File: src/rtl/pm_loader_if.sv
// Program-memory loader bus: load command, byte stream, memory write port and status.
// The slave modport is the loader side; the master modport is the host/test side.
interface pm_loader_if #(
  parameter int DATA_WIDTH = 32,
  parameter int ADD_WIDTH  = 7,
  parameter int WIDTH      = 8
);
  logic                  load_start;
  logic [ADD_WIDTH:0]    load_len;
  logic [WIDTH-1:0]      byte_in;
  logic                  byte_valid;
  logic                  byte_ready;
  logic                  pm_wr_en;
  logic [ADD_WIDTH-1:0]  pm_addr;
  logic [DATA_WIDTH-1:0] pm_data;
  logic                  busy;
  logic                  done;
  logic                  cpu_run;
  logic                  err;

  modport master (
    output load_start, load_len, byte_in, byte_valid,
    input  byte_ready, pm_wr_en, pm_addr, pm_data, busy, done, cpu_run, err
  );

  modport slave (
    input  load_start, load_len, byte_in, byte_valid,
    output byte_ready, pm_wr_en, pm_addr, pm_data, busy, done, cpu_run, err
  );
endinterface

File: src/rtl/pm_loader.sv
// Byte-stream program-memory loader: packs bytes little-endian into words and writes them out.
// Optional trailing XOR checksum byte is enabled by defining PM_LOADER_CHECKSUM_EN.
module pm_loader #(
  parameter int DATA_WIDTH = 32,
  parameter int ADD_WIDTH  = 7,
  parameter int WIDTH      = 8
) (
  input logic        clk,
  input logic        rst_n,
  pm_loader_if.slave bus
);

  typedef enum logic [2:0] {
    ST_IDLE,
    ST_COLLECT,
    ST_WRITE,
`ifdef PM_LOADER_CHECKSUM_EN
    ST_CHK,
`endif
    ST_DONE
  } state_t;

  state_t                state;
  state_t                state_nxt;
  logic [ADD_WIDTH:0]    len_q;
  logic [ADD_WIDTH-1:0]  addr_q;
  logic [1:0]            byte_idx;
  logic [DATA_WIDTH-1:0] data_q;
  logic [ADD_WIDTH:0]    words_done;
  logic                  byte_ready_c;
  logic                  wr_en_c;
  logic                  busy_c;
  logic                  accept;
  logic                  start_load;
  logic                  err_w;

  assign words_done = {1'b0, addr_q} + (ADD_WIDTH+1)'(1);
  assign accept     = bus.byte_valid && byte_ready_c;
  assign start_load = bus.load_start && (bus.load_len != '0);

  always_ff @(posedge clk) begin
    if (!rst_n) state <= ST_IDLE;
    else        state <= state_nxt;
  end

  // byte_valid is only consulted in states where byte_ready is high, so it doubles as accept
  always_comb begin
    state_nxt    = state;
    byte_ready_c = 1'b0;
    wr_en_c      = 1'b0;
    busy_c       = 1'b0;
    case (state)
      ST_IDLE, ST_DONE: begin
        if (bus.load_start)
          state_nxt = (bus.load_len == '0) ? ST_DONE : ST_COLLECT;
      end
      ST_COLLECT: begin
        byte_ready_c = 1'b1;
        busy_c       = 1'b1;
        if (bus.byte_valid && (byte_idx == 2'd3))
          state_nxt = ST_WRITE;
      end
      ST_WRITE: begin
        wr_en_c = 1'b1;
        busy_c  = 1'b1;
        if (words_done < len_q)
          state_nxt = ST_COLLECT;
        else
`ifdef PM_LOADER_CHECKSUM_EN
          state_nxt = ST_CHK;
`else
          state_nxt = ST_DONE;
`endif
      end
`ifdef PM_LOADER_CHECKSUM_EN
      ST_CHK: begin
        byte_ready_c = 1'b1;
        busy_c       = 1'b1;
        if (bus.byte_valid)
          state_nxt = ST_DONE;
      end
`endif
      default: state_nxt = ST_IDLE;
    endcase
  end

  // Bytes shift in from the top so the first one ends up in the least significant lane
  always_ff @(posedge clk) begin
    if (!rst_n) begin
      len_q    <= '0;
      addr_q   <= '0;
      byte_idx <= '0;
      data_q   <= '0;
    end else begin
      case (state)
        ST_IDLE, ST_DONE: begin
          if (start_load) begin
            len_q    <= bus.load_len;
            addr_q   <= '0;
            byte_idx <= '0;
            data_q   <= '0;
          end
        end
        ST_COLLECT: begin
          if (accept) begin
            data_q   <= {bus.byte_in, data_q[DATA_WIDTH-1:WIDTH]};
            byte_idx <= byte_idx + 2'd1;
          end
        end
        ST_WRITE: addr_q <= addr_q + ADD_WIDTH'(1);
        default: ;
      endcase
    end
  end

`ifdef PM_LOADER_CHECKSUM_EN
  logic [WIDTH-1:0] csum_q;
  logic             err_q;

  always_ff @(posedge clk) begin
    if (!rst_n) begin
      csum_q <= '0;
      err_q  <= 1'b0;
    end else begin
      case (state)
        ST_IDLE, ST_DONE: begin
          if (start_load) begin
            csum_q <= '0;
            err_q  <= 1'b0;
          end
        end
        ST_COLLECT: if (accept) csum_q <= csum_q ^ bus.byte_in;
        ST_CHK:     if (accept) err_q  <= (bus.byte_in != csum_q);
        default: ;
      endcase
    end
  end

  assign err_w = err_q;
`else
  assign err_w = 1'b0;
`endif

  assign bus.byte_ready = byte_ready_c;
  assign bus.pm_wr_en   = wr_en_c;
  assign bus.pm_addr    = addr_q;
  assign bus.pm_data    = data_q;
  assign bus.busy       = busy_c;
  assign bus.done       = (state == ST_DONE);
  assign bus.cpu_run    = (state == ST_DONE) && !err_w;
  assign bus.err        = err_w;

endmodule

File: src/flat_wrapper.sv
// flat-port wrapper written by rule: the top's interface ports become plain ports
module pm_loader_flat 
#(
  parameter int DATA_WIDTH = 32,
  parameter int ADD_WIDTH  = 7,
  parameter int WIDTH      = 8
)
  (clk, rst_n, bus_load_start, bus_load_len, bus_byte_in, bus_byte_valid, bus_byte_ready, bus_pm_wr_en, bus_pm_addr, bus_pm_data, bus_busy, bus_done, bus_cpu_run, bus_err);
  pm_loader_if #(.DATA_WIDTH(DATA_WIDTH), .ADD_WIDTH(ADD_WIDTH), .WIDTH(WIDTH)) bus_i ();
  input logic clk;
  input logic rst_n;
  input wire logic [$bits(bus_i.load_start)-1:0] bus_load_start;
  input wire logic [$bits(bus_i.load_len)-1:0] bus_load_len;
  input wire logic [$bits(bus_i.byte_in)-1:0] bus_byte_in;
  input wire logic [$bits(bus_i.byte_valid)-1:0] bus_byte_valid;
  output wire logic [$bits(bus_i.byte_ready)-1:0] bus_byte_ready;
  output wire logic [$bits(bus_i.pm_wr_en)-1:0] bus_pm_wr_en;
  output wire logic [$bits(bus_i.pm_addr)-1:0] bus_pm_addr;
  output wire logic [$bits(bus_i.pm_data)-1:0] bus_pm_data;
  output wire logic [$bits(bus_i.busy)-1:0] bus_busy;
  output wire logic [$bits(bus_i.done)-1:0] bus_done;
  output wire logic [$bits(bus_i.cpu_run)-1:0] bus_cpu_run;
  output wire logic [$bits(bus_i.err)-1:0] bus_err;
  assign bus_i.load_start = bus_load_start;
  assign bus_i.load_len = bus_load_len;
  assign bus_i.byte_in = bus_byte_in;
  assign bus_i.byte_valid = bus_byte_valid;
  assign bus_byte_ready = bus_i.byte_ready;
  assign bus_pm_wr_en = bus_i.pm_wr_en;
  assign bus_pm_addr = bus_i.pm_addr;
  assign bus_pm_data = bus_i.pm_data;
  assign bus_busy = bus_i.busy;
  assign bus_done = bus_i.done;
  assign bus_cpu_run = bus_i.cpu_run;
  assign bus_err = bus_i.err;
  pm_loader #(.DATA_WIDTH(DATA_WIDTH), .ADD_WIDTH(ADD_WIDTH), .WIDTH(WIDTH)) u_core (.clk(clk), .rst_n(rst_n), .bus(bus_i));
endmodule
File: config.mk
export PLATFORM = sky130hd
export DESIGN_NAME = pm_loader_flat
export DESIGN_NICKNAME = d
export VERILOG_FILES = /design/src/rtl/pm_loader_if.sv /design/src/rtl/pm_loader.sv /design/src/flat_wrapper.sv
export SDC_FILE = /design/constraint.sdc
export NUM_CORES = 1
export LEC_CHECK = 0
export ABC_AREA = 1
export CORE_MARGIN = 1.5
export CORE_UTILIZATION = 49
export CTS_CLUSTER_SIZE = 14
export DETAILED_ROUTE_END_ITERATION = 10
export PLACE_DENSITY = 0.84
export SLEW_MARGIN = 0
export SYNTH_ARGS = -nofsm -noshare
export SYNTH_HDL_FRONTEND = slang
export SYNTH_SLANG_ARGS = --single-unit
File: constraint.sdc
create_clock -name clk -period 2.5 [get_ports clk]
set_clock_uncertainty 0.05 [all_clocks]
set_input_delay 0.5 -clock clk [delete_from_list [all_inputs] [get_ports clk]]
set_output_delay 0.5 -clock clk [all_outputs]
set_load 0.05 [all_outputs]
### Yosys cells after proc, flatten, opt, wreduce, memory -nomap -nowiden

Cells that the tools add are included.

| storage, ports and cells | value |
|---|---|
| bits in registers | 52 |
| output and inout port bits | 45 |
| bits of input ports | 20 |

| cells by class | value |
|---|---|
| equal/unequal tests | 8 |
| muxes and demuxes | 16 |
| reduce and logical (&&, ||, !) cells | 14 |
| order comparisons | 1 |
| $add $sub $neg | 3 |

Operators with widths:

| cell | count |
|---|---|
| $mux 32 | 2 |
| $pmux 32 s2 | 1 |
| $pmux 7 s2 | 1 |
| $pmux 3 s3 | 1 |
| $add 7x1->8 const B | 1 |
| $logic_not 8->1 | 1 |
| $lt 8x8->1 | 1 |
| $mux 2 | 4 |
| $reduce_bool 8->1 | 1 |
| $add 7x1->7 const B | 1 |
| $mux 7 | 1 |
| $eq 3x2->1 const B | 2 |
| $mux 3 | 2 |
| $ne 2x1->1 const B | 3 |
| $reduce_and 2->1 | 3 |
| $pmux 2 s2 | 1 |
| $reduce_bool 2->1 | 2 |
| $reduce_or 2->1 | 2 |
| $eq 3x1->1 const B | 1 |
| $logic_and 1x1->1 | 3 |
| $logic_not 3->1 | 1 |
| $mux 1 | 3 |
| $reduce_and 3->1 | 1 |
| $add 2x1->2 const B | 1 |
| 2 further kinds | 2 |

### Longest topological paths before layout

Gate-level depths: netlist of the first run.

| depth | value |
|---|---|
| word-level depth | 5 |
| depth in mapped cells | 13 |

### Least setup slack after synthesis of the first run

No wires, ideal clock.

| timing | value |
|---|---|
| path type | flip-flop to flip-flop |
| start point | reg u_core.addr_q[0], in the netlist u_core.bus.pm_addr[0] |
| end point | reg u_core.state[1] |
| data arrival time | 2.188 ns |
| path buffers | 0 |
| stages on the path, launching flop included | 12 |
| required time | 2.380 ns |
| slack | 0.192 ns |
| setup time | 0.070 ns |
| path through | dfxtp_1 -> ha_1 -> nand3_1 -> nor2_1 -> nand3_1 -> and2_1 -> ha_1 -> nand2_1 -> o21a_1 -> nand2_1 -> nand2_1 -> a21oi_1 |

| between the ends | value |
|---|---|
| word-level cells in the longest chain between the ends | 4 |

RTL lines:

| element | line | RTL |
|---|---|---|
| start: declaration | pm_loader.sv:26 | `logic [ADD_WIDTH-1:0] addr_q;` |
| start signal: assignment | pm_loader.sv:110 | `ST_WRITE: addr_q <= addr_q + ADD_WIDTH'(1);` |
| $add 7x1->8 | pm_loader.sv:37 | `assign words_done = {1'b0, addr_q} + (ADD_WIDTH+1)'(1);` |
| $lt 8x8->1 | pm_loader.sv:66 | `if (words_done < len_q)` |
| $mux 2 | pm_loader.sv:66 |  |
| $pmux 3 s3 | pm_loader.sv:52 | `case (state)` |
| end signal: assignment | pm_loader.sv:43 | `else state <= state_nxt;` |
| end: declaration | pm_loader.sv:23 | `state_t state;` |

Every way passes these cells.
A chain may end at the register's enable or synchronous reset.

### Worst setup path in the final report of the first run

| timing | value |
|---|---|
| start point | reg u_core.state[0] |
| end point | out bus_pm_wr_en |

| between the ends | value |
|---|---|
| word-level cells in the longest chain between the ends | 2 |

RTL lines:

| element | line | RTL |
|---|---|---|
| $eq 3x2->1 | pm_loader.sv:52 |  |
| $mux 1 | pm_loader.sv:52 |  |
| end: declaration | flat_wrapper.sv:17 | `output wire logic [$bits(bus_i.pm_wr_en)-1:0] bus_pm_wr_en;` |

Every way passes these cells.

==> run_results.csv, run 1 <==
group,metric,value,unit
finish,post-route-util,0.655,
yosys,syn_area,2660,µm²
critical_path,cp.required,1950,ps
flow_run,maxCapViolations,0,
yosys,avgSynthCellArea,6.59,µm²
route,vias,2476,
clocking,cts.htree.levels,2,
clocking,cts-root-buf,"clkbuf_8",
critical_path,slowest_stage,"clkdlybuf4s50_1",
floorplanning,dieArea,5890,µm²
yosys,synth.ff_latch_count,51,
global_routing,grt_pass1_wl,9780,µm
timing,final-hold-violation-count,0,
timing,maxSlewHeadroom,0.632,
yosys,ys_seq_area_frac,0.383,
critical_path,crit_path_cell_trace,"inv_1, ha_1, clkdlybuf4s50_1",
route,ant_nets,0,
critical_path,cpPeakStageDelay,810,ps
finish,area_delta_synth_final,27.2,%
clocking,post_cts_buffers,0,
yosys,yosysTopAreaCell,"dfxtp_1",
finish,fin_cells,530,
critical_path,cp-end-kind,"output port",
global_routing,grt_pass1_vias,2127,
clocking,path_clk_slew,90,ps
clocking,clockBufferDepth,2,
timing,timing.final.ws_setup,217,ps
critical_path,arrival,1730,ps
yosys,ys_warn_count,0,
timing,final_max_slew_viol_count,0,
floorplanning,die_y,76.7,µm
floorplanning,rows,26,
place,dp_hpwl,3990,µm
critical_path,cp_max_fo,5,
route,drc_errors,0,
clocking,cts.sinks,51,
timing,finalSetupTns,0,ps
run_status,status,"finished clean",
timing,max_clock_freq,438,MHz
global_routing,track_usage,0.203,
floorplanning,ios,65,
clocking,cts_tree,"done",
critical_path,crit_path_start_kind,"flop",
global_routing,gr-total-overflow,0,
route,post_drt_wl_per_cell,10.9,µm
min_path,hp-class,"reg -> reg",
place,place_inst,522,
clocking,hold_buffers,0,
place,dpl_worst_slack,320,ps
finish,antenna_cells,0,
timing,finalCritPeriodShare,0.913,
floorplanning,initial_core_util,0.515,
timing,period_minus_slack,2280,ps
floorplanning,die_w,76.7,µm
timing,rsz0062_at_grt,"false",
route,finalWirelength,5760,µm
route,first_pass_iters,4,
finish,nets,492,
place,port-buffer-count,63,
critical_path,critPathKind,"reg -> out",
global_routing,antenna_found_initial,0,
route,via_per_inst,4.67,
timing,worstMarginPinSlew,550,ps
floorplanning,coreArea,5170,µm²
clocking,cts_resized,0,
yosys,yosys-top-cells-area,"dfxtp_1 38%, nand2_1 15%, nor2_1 12%, inv_1 6.6%, ha_1 6.1%",
global_routing,grt_max_degree,38,
yosys,synth_fp_nets,437,
route,drt_iter0_markers,169,
finish,layout-drive-gt1-share,0.0804,
clocking,clock_latency,310,ps
place,gp_congestion,0.855,
clocking,cts_made_buffers,5,
timing,finalSetupViolCount,0,
yosys,synthDistinctLibCells,24,
yosys,yosysTopAreaCellShare,0.383,
yosys,synthCells,404,
==> flip-flops by register name, indices dropped and copies added, names as in the netlist <==
name	count
u_core.bus.pm_addr	7
u_core.len_q	8
u_core.state	2
u_core.byte_idx	2
u_core.bus.pm_data	32
==> routing by layer <==
| layer | vias up | global-route usage | wire [µm] |
|---|---|---|---|
| met4 | 0 | 0.0704 | 100 |
| met2 | 56 | 0.344 | 2750 |
| met1 | 1090 | 0.257 | 2660 |
| li1 | 1321 | - | - |
| met3 | 9 | 0.0405 | 247 |
| met5 | - | 0 | 0 |
==> critical path: cells and delay by family (launching register included) <==
kind	cells	cell delay (ps)
buffers and inverters	2	880
DFF	1	360
adders and majority gates	1	180
==> cells in the mapped netlist <==
cell	count
a21boi_0	2
a21oi_1	29
and2_1	1
buf_2	5
buf_4	5
buf_6	4
buf_8	1
clkbuf_1	7
conb_1	1
dfxtp_1	51
ha_1	13
inv_1	47
inv_2	3
inv_4	1
nand2_1	109
nand2_2	11
nand3_1	14
nor2_1	82
nor2_2	3
nor3_1	1
o21a_1	1
o21ai_0	9
o21ai_2	2
xor2_1	2
==> final timing paths <==
| kind | startpoint | to | slack (ps) | cells past startpoint |
|---|---|---|---|---|
| setup / recovery | u_core.state[0]$_SDFFE_PN0P_ | bus_pm_wr_en | 220 | 3 |
| hold / removal | u_core.len_q[2]$_SDFFE_PN0P_ | u_core.len_q[2]$_SDFFE_PN0P_ | 430 | 2 |
| setup reg to reg | u_core.bus.pm_addr[1]$_SDFFE_PN0P_ | u_core.state[1]$_SDFFE_PN0P_ | 440 | 11 |
| hold reg to reg | u_core.len_q[2]$_SDFFE_PN0P_ | u_core.len_q[2]$_SDFFE_PN0P_ | 430 | 2 |
==> stage by stage <==
stage	hold WS [ps]	instance area, µm²
final	434	3390
after global placement	414	3290
after floorplan	400	2660
after global routing	483	3390
after detailed placement	424	3290
after CTS	438	3390
==> cells by family after synthesis <==
group | after synthesis | synth area share
buf+inv | 73 | 0.129
compound gates | 43 | 0.0864
fa+ha+maj | 13 | 0.0611
simple gates | 221 | 0.333
other cells | 1 | 0.00141
flops | 51 | 0.383
xor+xnor | 2 | 0.00658
==> final cells by class <==
| cell class | instances | area [µm²] |
|---|---|---|
| flip-flops and latches | 51 | 1020 |
| fillers | 453 | 1780 |
| well taps | 70 | 87.6 |
| clock buffers | 6 | 82.6 |
| inverters | 51 | 194 |
| clock inverters | 2 | 13.8 |
| multi-input cells | 280 | 1300 |
| repair buffers | 70 | 691 |
==> cell usage in the layout, fill, tap and decap left out <==
| cell | instances |
|---|---|
| o21a_1 | 1 |
| buf_12 | 1 |
| conb_1 | 1 |
| clkinv_2 | 1 |
| a21boi_0 | 2 |
| ha_1 | 13 |
| nor2_2 | 3 |
| inv_6 | 1 |
| clkbuf_8 | 6 |
| dfxtp_1 | 51 |
| nor2_1 | 82 |
| clkdlybuf4s50_1 | 61 |
| and2_1 | 1 |
| inv_2 | 3 |
| nand2_1 | 109 |
| xor2_1 | 2 |
| inv_1 | 47 |
| o21ai_2 | 2 |
| a21oi_1 | 29 |
| nor3_1 | 1 |
| o21ai_0 | 9 |
| inv_4 | 1 |
| buf_4 | 8 |
| nand3_1 | 14 |
| nand2_2 | 11 |
Power of run 1 is not shown: default switching activity piles up to over one toggle a cycle in this logic, so the estimate is an artifact.
==> run 2, diff against run 1 <==
TNS_END_PERCENT = 50   (was unset)
==> results of run 2 <==
Same layout as run 1: the final DEF is identical, and so are final timing and power.
Power of run 2 is left out for the same reason.
==> run 3, diff against run 2 <==
HOLD_SLACK_MARGIN = 0.15   (was unset)
==> results of run 3 <==
Same layout as run 1: the final DEF is identical, and so are final timing and power.
Power of run 3 is left out for the same reason.
